## config.mk

```make
export PLATFORM = sky130hd
export DESIGN_NAME = mem_access_ctrl
export DESIGN_NICKNAME = d
export VERILOG_FILES = /design/src/rtl/arm_pkg.sv /design/src/rtl/mem_timeout_counter.sv /design/src/rtl/mem_access_ctrl.sv
export SDC_FILE = /design/constraint.sdc
export NUM_CORES = 1
export LEC_CHECK = 0
export CAP_MARGIN = 20
export CORE_MARGIN = 2
export CORE_UTILIZATION = 30
export DETAILED_ROUTE_END_ITERATION = 8
export PLACE_DENSITY = 0.62
export SYNTH_ARGS = -nofsm -noshare
export SYNTH_HDL_FRONTEND = slang
export SYNTH_SLANG_ARGS = --single-unit
export TNS_END_PERCENT = 1
```

## constraint.sdc

```tcl
create_clock -name clk -period 2.2 [get_ports clk]
set_input_delay 0.55 -clock clk [delete_from_list [all_inputs] [get_ports clk]]
set_output_delay 0.55 -clock clk [all_outputs]
set_load 0.05 [all_outputs]
```

## src/rtl/arm_pkg.sv

```systemverilog
// rtl/arm_pkg.sv - shared types and constants for the data-memory access path
//
// Purpose : access FSM state encoding, default data-memory base address and
//           the byte-to-word address mapping used by mem_access_ctrl.
// Ports   : none (package).

package arm_pkg;

   typedef enum logic [1:0] {
      IDLE = 2'd0,
      WAIT = 2'd1,
      DONE = 2'd2
   } mem_state_t;

   localparam logic [31:0] DEFAULT_ADDR_BASE = 32'd1024;

   // Wraps modulo 2^32 on purpose: addresses below the base are not trapped.
   function automatic logic [31:0] word_addr(input logic [31:0] byte_addr,
                                             input logic [31:0] base);
      logic [31:0] offset;
      offset = byte_addr - base;
      return {2'b00, offset[31:2]};
   endfunction

endpackage

```

## src/rtl/mem_timeout_counter.sv

```systemverilog
// rtl/mem_timeout_counter.sv - wait-cycle counter for the memory access timeout
//
// Purpose : counts WAIT cycles without acknowledge and flags the last cycle
//           allowed before the access is abandoned.
// Ports   : clk    in  clock, rising edge
//           rst_n  in  asynchronous active-low reset
//           clear  in  restart the count (entry to WAIT)
//           inc    in  one more WAIT cycle passed without ack
//           last   out count has reached TIMEOUT_CYCLES-1

module mem_timeout_counter #(
   parameter int TIMEOUT_CYCLES = 16
) (
   input  logic clk,
   input  logic rst_n,
   input  logic clear,
   input  logic inc,
   output logic last
);

   localparam int CW = (TIMEOUT_CYCLES > 1) ? $clog2(TIMEOUT_CYCLES) : 1;
   localparam logic [CW-1:0] LAST_COUNT = CW'(TIMEOUT_CYCLES - 1);

   logic [CW-1:0] count;

   always_ff @(posedge clk or negedge rst_n) begin
      if (!rst_n) begin
         count <= '0;
      end else if (clear) begin
         count <= '0;
      end else if (inc) begin
         count <= count + CW'(1);
      end
   end

   assign last = (count == LAST_COUNT);

endmodule

```

## src/rtl/mem_access_ctrl.sv

```systemverilog
// rtl/mem_access_ctrl.sv - MEM-stage data memory access controller
//
// Purpose : turns load/store requests from the EXE/MEM register into a
//           request/acknowledge memory transaction, stalling the pipeline
//           until the access completes.
// Config  : MEM_ACCESS_TIMEOUT_EN - abandon an access after TIMEOUT_CYCLES
//           WAIT cycles without ack and pulse mem_err.
// Ports   : clk, rst_n         clock / asynchronous active-low reset
//           mem_r_en, mem_w_en load / store request
//           alu_result         byte address, val_rm store data
//           mem_ack, mem_rdata memory completion strobe and read data
//           mem_req, mem_we    memory request (held until ack), write select
//           mem_addr           word address, mem_wdata write data
//           read_data          load result to WB
//           freeze             pipeline stall, mem_err timeout abort

module mem_access_ctrl
   import arm_pkg::*;
#(
   parameter logic [31:0] ADDR_BASE      = DEFAULT_ADDR_BASE,
   parameter int          TIMEOUT_CYCLES = 16
) (
   input  logic        clk,
   input  logic        rst_n,
   input  logic        mem_r_en,
   input  logic        mem_w_en,
   input  logic [31:0] alu_result,
   input  logic [31:0] val_rm,
   input  logic        mem_ack,
   input  logic [31:0] mem_rdata,
   output logic        mem_req,
   output logic        mem_we,
   output logic [31:0] mem_addr,
   output logic [31:0] mem_wdata,
   output logic [31:0] read_data,
   output logic        freeze,
   output logic        mem_err
);

   mem_state_t state;
   logic       access_req;

   assign access_req = mem_r_en | mem_w_en;

   // Combinational so the stall lands in the same cycle the request appears.
   assign freeze = ((state == IDLE) && access_req) || (state == WAIT);

`ifdef MEM_ACCESS_TIMEOUT_EN
   logic tmo_last;
   logic timeout_hit;
   logic mem_err_q;

   mem_timeout_counter #(
      .TIMEOUT_CYCLES(TIMEOUT_CYCLES)
   ) u_timeout (
      .clk   (clk),
      .rst_n (rst_n),
      .clear ((state == IDLE) && access_req),
      .inc   ((state == WAIT) && !mem_ack),
      .last  (tmo_last)
   );

   // An ack on the final allowed cycle still completes the access normally.
   assign timeout_hit = (state == WAIT) && !mem_ack && tmo_last;
   assign mem_err     = mem_err_q;
`else
   logic [31:0] unused_timeout_cfg;

   // Keeps the timeout parameter referenced when the feature is compiled out.
   assign unused_timeout_cfg = TIMEOUT_CYCLES;
   assign mem_err            = 1'b0;
`endif

   always_ff @(posedge clk or negedge rst_n) begin
      if (!rst_n) begin
         state     <= IDLE;
         mem_req   <= 1'b0;
         mem_we    <= 1'b0;
         mem_addr  <= '0;
         mem_wdata <= '0;
         read_data <= '0;
`ifdef MEM_ACCESS_TIMEOUT_EN
         mem_err_q <= 1'b0;
`endif
      end else begin
         case (state)
            IDLE: begin
               if (access_req) begin
                  state     <= WAIT;
                  mem_req   <= 1'b1;
                  // A store wins when both enables are set; the load is dropped.
                  mem_we    <= mem_w_en;
                  mem_addr  <= word_addr(alu_result, ADDR_BASE);
                  mem_wdata <= val_rm;
               end
            end
            WAIT: begin
               if (mem_ack) begin
                  state   <= DONE;
                  mem_req <= 1'b0;
                  if (!mem_we) begin
                     read_data <= mem_rdata;
                  end
               end
`ifdef MEM_ACCESS_TIMEOUT_EN
               else if (timeout_hit) begin
                  state     <= DONE;
                  mem_req   <= 1'b0;
                  mem_err_q <= 1'b1;
               end
`endif
            end
            DONE: begin
               // One release cycle; the still-held instruction is not reissued.
               state <= IDLE;
`ifdef MEM_ACCESS_TIMEOUT_EN
               mem_err_q <= 1'b0;
`endif
            end
            default: begin
               state   <= IDLE;
               mem_req <= 1'b0;
            end
         endcase
      end
   end

endmodule

```

==> results.md <==
* Drt initial violations at approximately 160
* DP HPWL at roughly 8000 µm
* Largest cells by area after synthesis: dfrtp_1, nand2_1, mux2_2, xnor2_1, o21ai_0
* Nets@finish at about 700
* Crit Reg-Reg Startpoint: state[1]$_DFFE_PN0P_
* CP Class: primary input to flip-flop
* Clock tree sinks at 98
* Leak at roughly 2.9 nW
* Worst Path Max Fanout at 7
* Status: finished clean
* Worst Slack Setup Final at roughly 73 ps
* Post-Syn Instances at 380
* CTS tree: done
* Worst hold path type: primary input to async pin
* Fin crit period at roughly 2100 ps
* Total power at between 10 and 15 mW
* Worst Tran Pin Value at 558 ps
* Die W at 120 µm
* Crit start category: primary input
* Final ANT Viol Nets at 0
* Total routed wirelength at approximately 10000 µm
* Reg2reg end: read_data[2]$_DFFE_PN0P_
* Pwr dens at ~1700 nW/µm²
* Vias per cell at ~4.4
* Clock insertion delay at the later pin of the skew report at around 340 ps
* Core area at 13200 µm²
* Ports at 201
* Top FF cell, synth: dfrtp_1
* Hold_buf cts at 0
* Syn-to-layout area delta at 65.5%
* Layout cells sized above 1 at between 10% and 20%
* Worst path arrival time at approximately 2400 ps
* Total congestion overflow at 0
* Sequential cell area fraction in the yosys report at 60.9%
* DIE AREA at approximately 14000 µm²
* Peak supply drop at 735 µV
* Post-CTS Setup Bufs at 0
* # setup viols final at 0
* RSZ-0062 raised after global routing: false
* Worst path most repeated cell: or4_4
* Post-synth top cells: nand2_1, dfrtp_1, mux2_2, clkbuf_1, xnor2_1
* Top delay family on crit path: simple AND/OR/NAND/NOR gates
* Final hold vios at 0
* Gr usage total at ~15%
* DRC viols at 0
* Via Count at about 3400
* Crit path required time at 2420 ps
* Dpl ws at -508 ps
* Crit end category: flip-flop
* PortBufs at a little under 200
* Finished Cell Area at between 6000 and 7000 µm²
* Crit-path cells: dlygate4sd2_1 -> or4_4 -> or4_4 -> nor4b_4 -> xnor2_1 -> o21ai_2
* Clock Skew at roughly 5.4 ps
* Initial antenna violation count at 0
* TNS Setup at 0 ps
* Mapped Area at ~4000 µm²
* Slowest-stage cell, CP: or4_4
* Most frequent cell after synthesis: nand2_1
* Number of synthesized flops with an enable pin at 0
* FF-to-FF path depth at 4
* Yosys cell types at 30
* R2R Setup Slk at approximately 630 ps
* Post-synthesis sequential element count at 98
* RePlAce Congestion at between 0.8 and 0.9
* Clk root buf: clkbuf_16
* Fill count at 1211
* Vias in the first global route at ~3500
* Avg Cell Area, Syn at between 10 and 15 µm²
* Max Cap Viol at 0
* Worst path bufs/invs at 1
* Fmax achieved at approximately 0.47 GHz
* Row count at between 40 and 50
* Max-slew headroom at 62.7%
* Antenna fix cells at 0
* Yosys top cell area share at ~60%
* DR WL/cell at ~13 µm
* Final Slew Violations at 0
* Effective utilization at floorplan at 30.5%
* Clock-pin slew of the registers on the worst-case setup and hold paths at 60 ps
* H-tree levels at 3
* Period utilization at between 90% and 100%
* Warnings, synthesis at 0
* Cell Area, Placed at approximately 6400 µm²
* Asr flop ratio synth at 100%
* Pin count of the biggest net entering global routing at 59
* Min Hold Slack at 146 ps
* Chip Height at ~120 µm
* Max stage delay on crit path at about 530 ps
* Cts bufs inserted at 9
* Largest area contributor in the netlist: dfrtp_1
* Longest Clk Path Bufs at 2
* First-pass GRT wire length at around 17000 µm
* Drt pass-1 iters at 4
repair_timing:
action | 4_1_cts | 5_1_grt
resized for setup | 5 | 2
hold endpoints to repair | 0 | 0
pin swaps | 4 | 1
setup endpoints to repair | 6 | 5
kinds of logic after synthesis:
| family | synth area share [%] |
|---|---|
| and+or+nand+nor | 19.4 |
| DFF | 60.9 |
| muxes | 8.95 |
| AOI/OAI and AO/OA | 3.82 |
| buffers and inverters | 2.61 |
| xor gates and xnor gates | 3.91 |
| adders and majority gates | 0.311 |
| other | 0.0931 |
state kept, by name (all words and copies together) (netlist names):
register,count
mem_req,1
read_data,32
mem_addr,30
state,2
mem_wdata,32
mem_we,1
cells in the final DEF (no fill, tap or decap), types with 3 or more instances in the layout:
| cell | count |
|---|---|
| buf_12 | 4 |
| buf_4 | 30 |
| clkbuf_16 | 9 |
| clkdlybuf4s50_1 | 186 |
| conb_1 | 3 |
| dfrtp_1 | 98 |
| dlygate4sd2_1 | 4 |
| inv_1 | 3 |
| mux2_2 | 32 |
| nand2_1 | 145 |
| nor2_1 | 11 |
| nor3_1 | 4 |
| nor3_2 | 5 |
| nor4_1 | 4 |
| o21ai_0 | 15 |
| o21ai_1 | 5 |
| xnor2_1 | 16 |
power by group:
| group | internal (mW) | switching [mW] |
|---|---|---|
| clock network | 0.821 | 0.618 |
| logic | 2.30 | 4.47 |
| registers | 2.70 | 0.473 |
stage by stage:
stage / cells / utilization [%]
after floorplan: 382 / -
after global placement: 762 / 48.4
after detailed placement: 762 / 48.4
after CTS: 777 / 50.5
after global routing: 777 / 50.5
final: 777 / 50.5
worst max path at each step:
stage / start / end / cells after the start
after floorplan: alu_result[21] / mem_addr[28]$_DFFE_PN0P_ / 6
after CTS: alu_result[21] / mem_addr[28]$_DFFE_PN0P_ / 6
after global routing: alu_result[21] / mem_addr[25]$_DFFE_PN0P_ / 6
after detailed placement: alu_result[21] / mem_addr[28]$_DFFE_PN0P_ / 6
final: alu_result[21] / mem_addr[28]$_DFFE_PN0P_ / 6
after global placement: alu_result[21] / mem_addr[28]$_DFFE_PN0P_ / 6
per-layer routing:
metal	part of all wire, %	routed length (µm)	GRT usage (%)
met4	1.5	152	5.51
met5	0	0	0
met3	7.4	770	4.23
met1	44	4600	19.5
met2	47	4940	24.1
final cells by class:
cell class | instances | area (µm²) | area share (%)
clock buffer | 13 | 260 | 3.90
clock inverter | 2 | 12.5 | 0.188
tap | 176 | 220 | 3.30
timing repair buffer | 224 | 2200 | 33.0
sequential | 98 | 2450 | 36.8
inverter | 3 | 11.3 | 0.169
multi-input combinational | 261 | 1510 | 22.6
No activity file was read; power rests on OpenSTA's default activity.
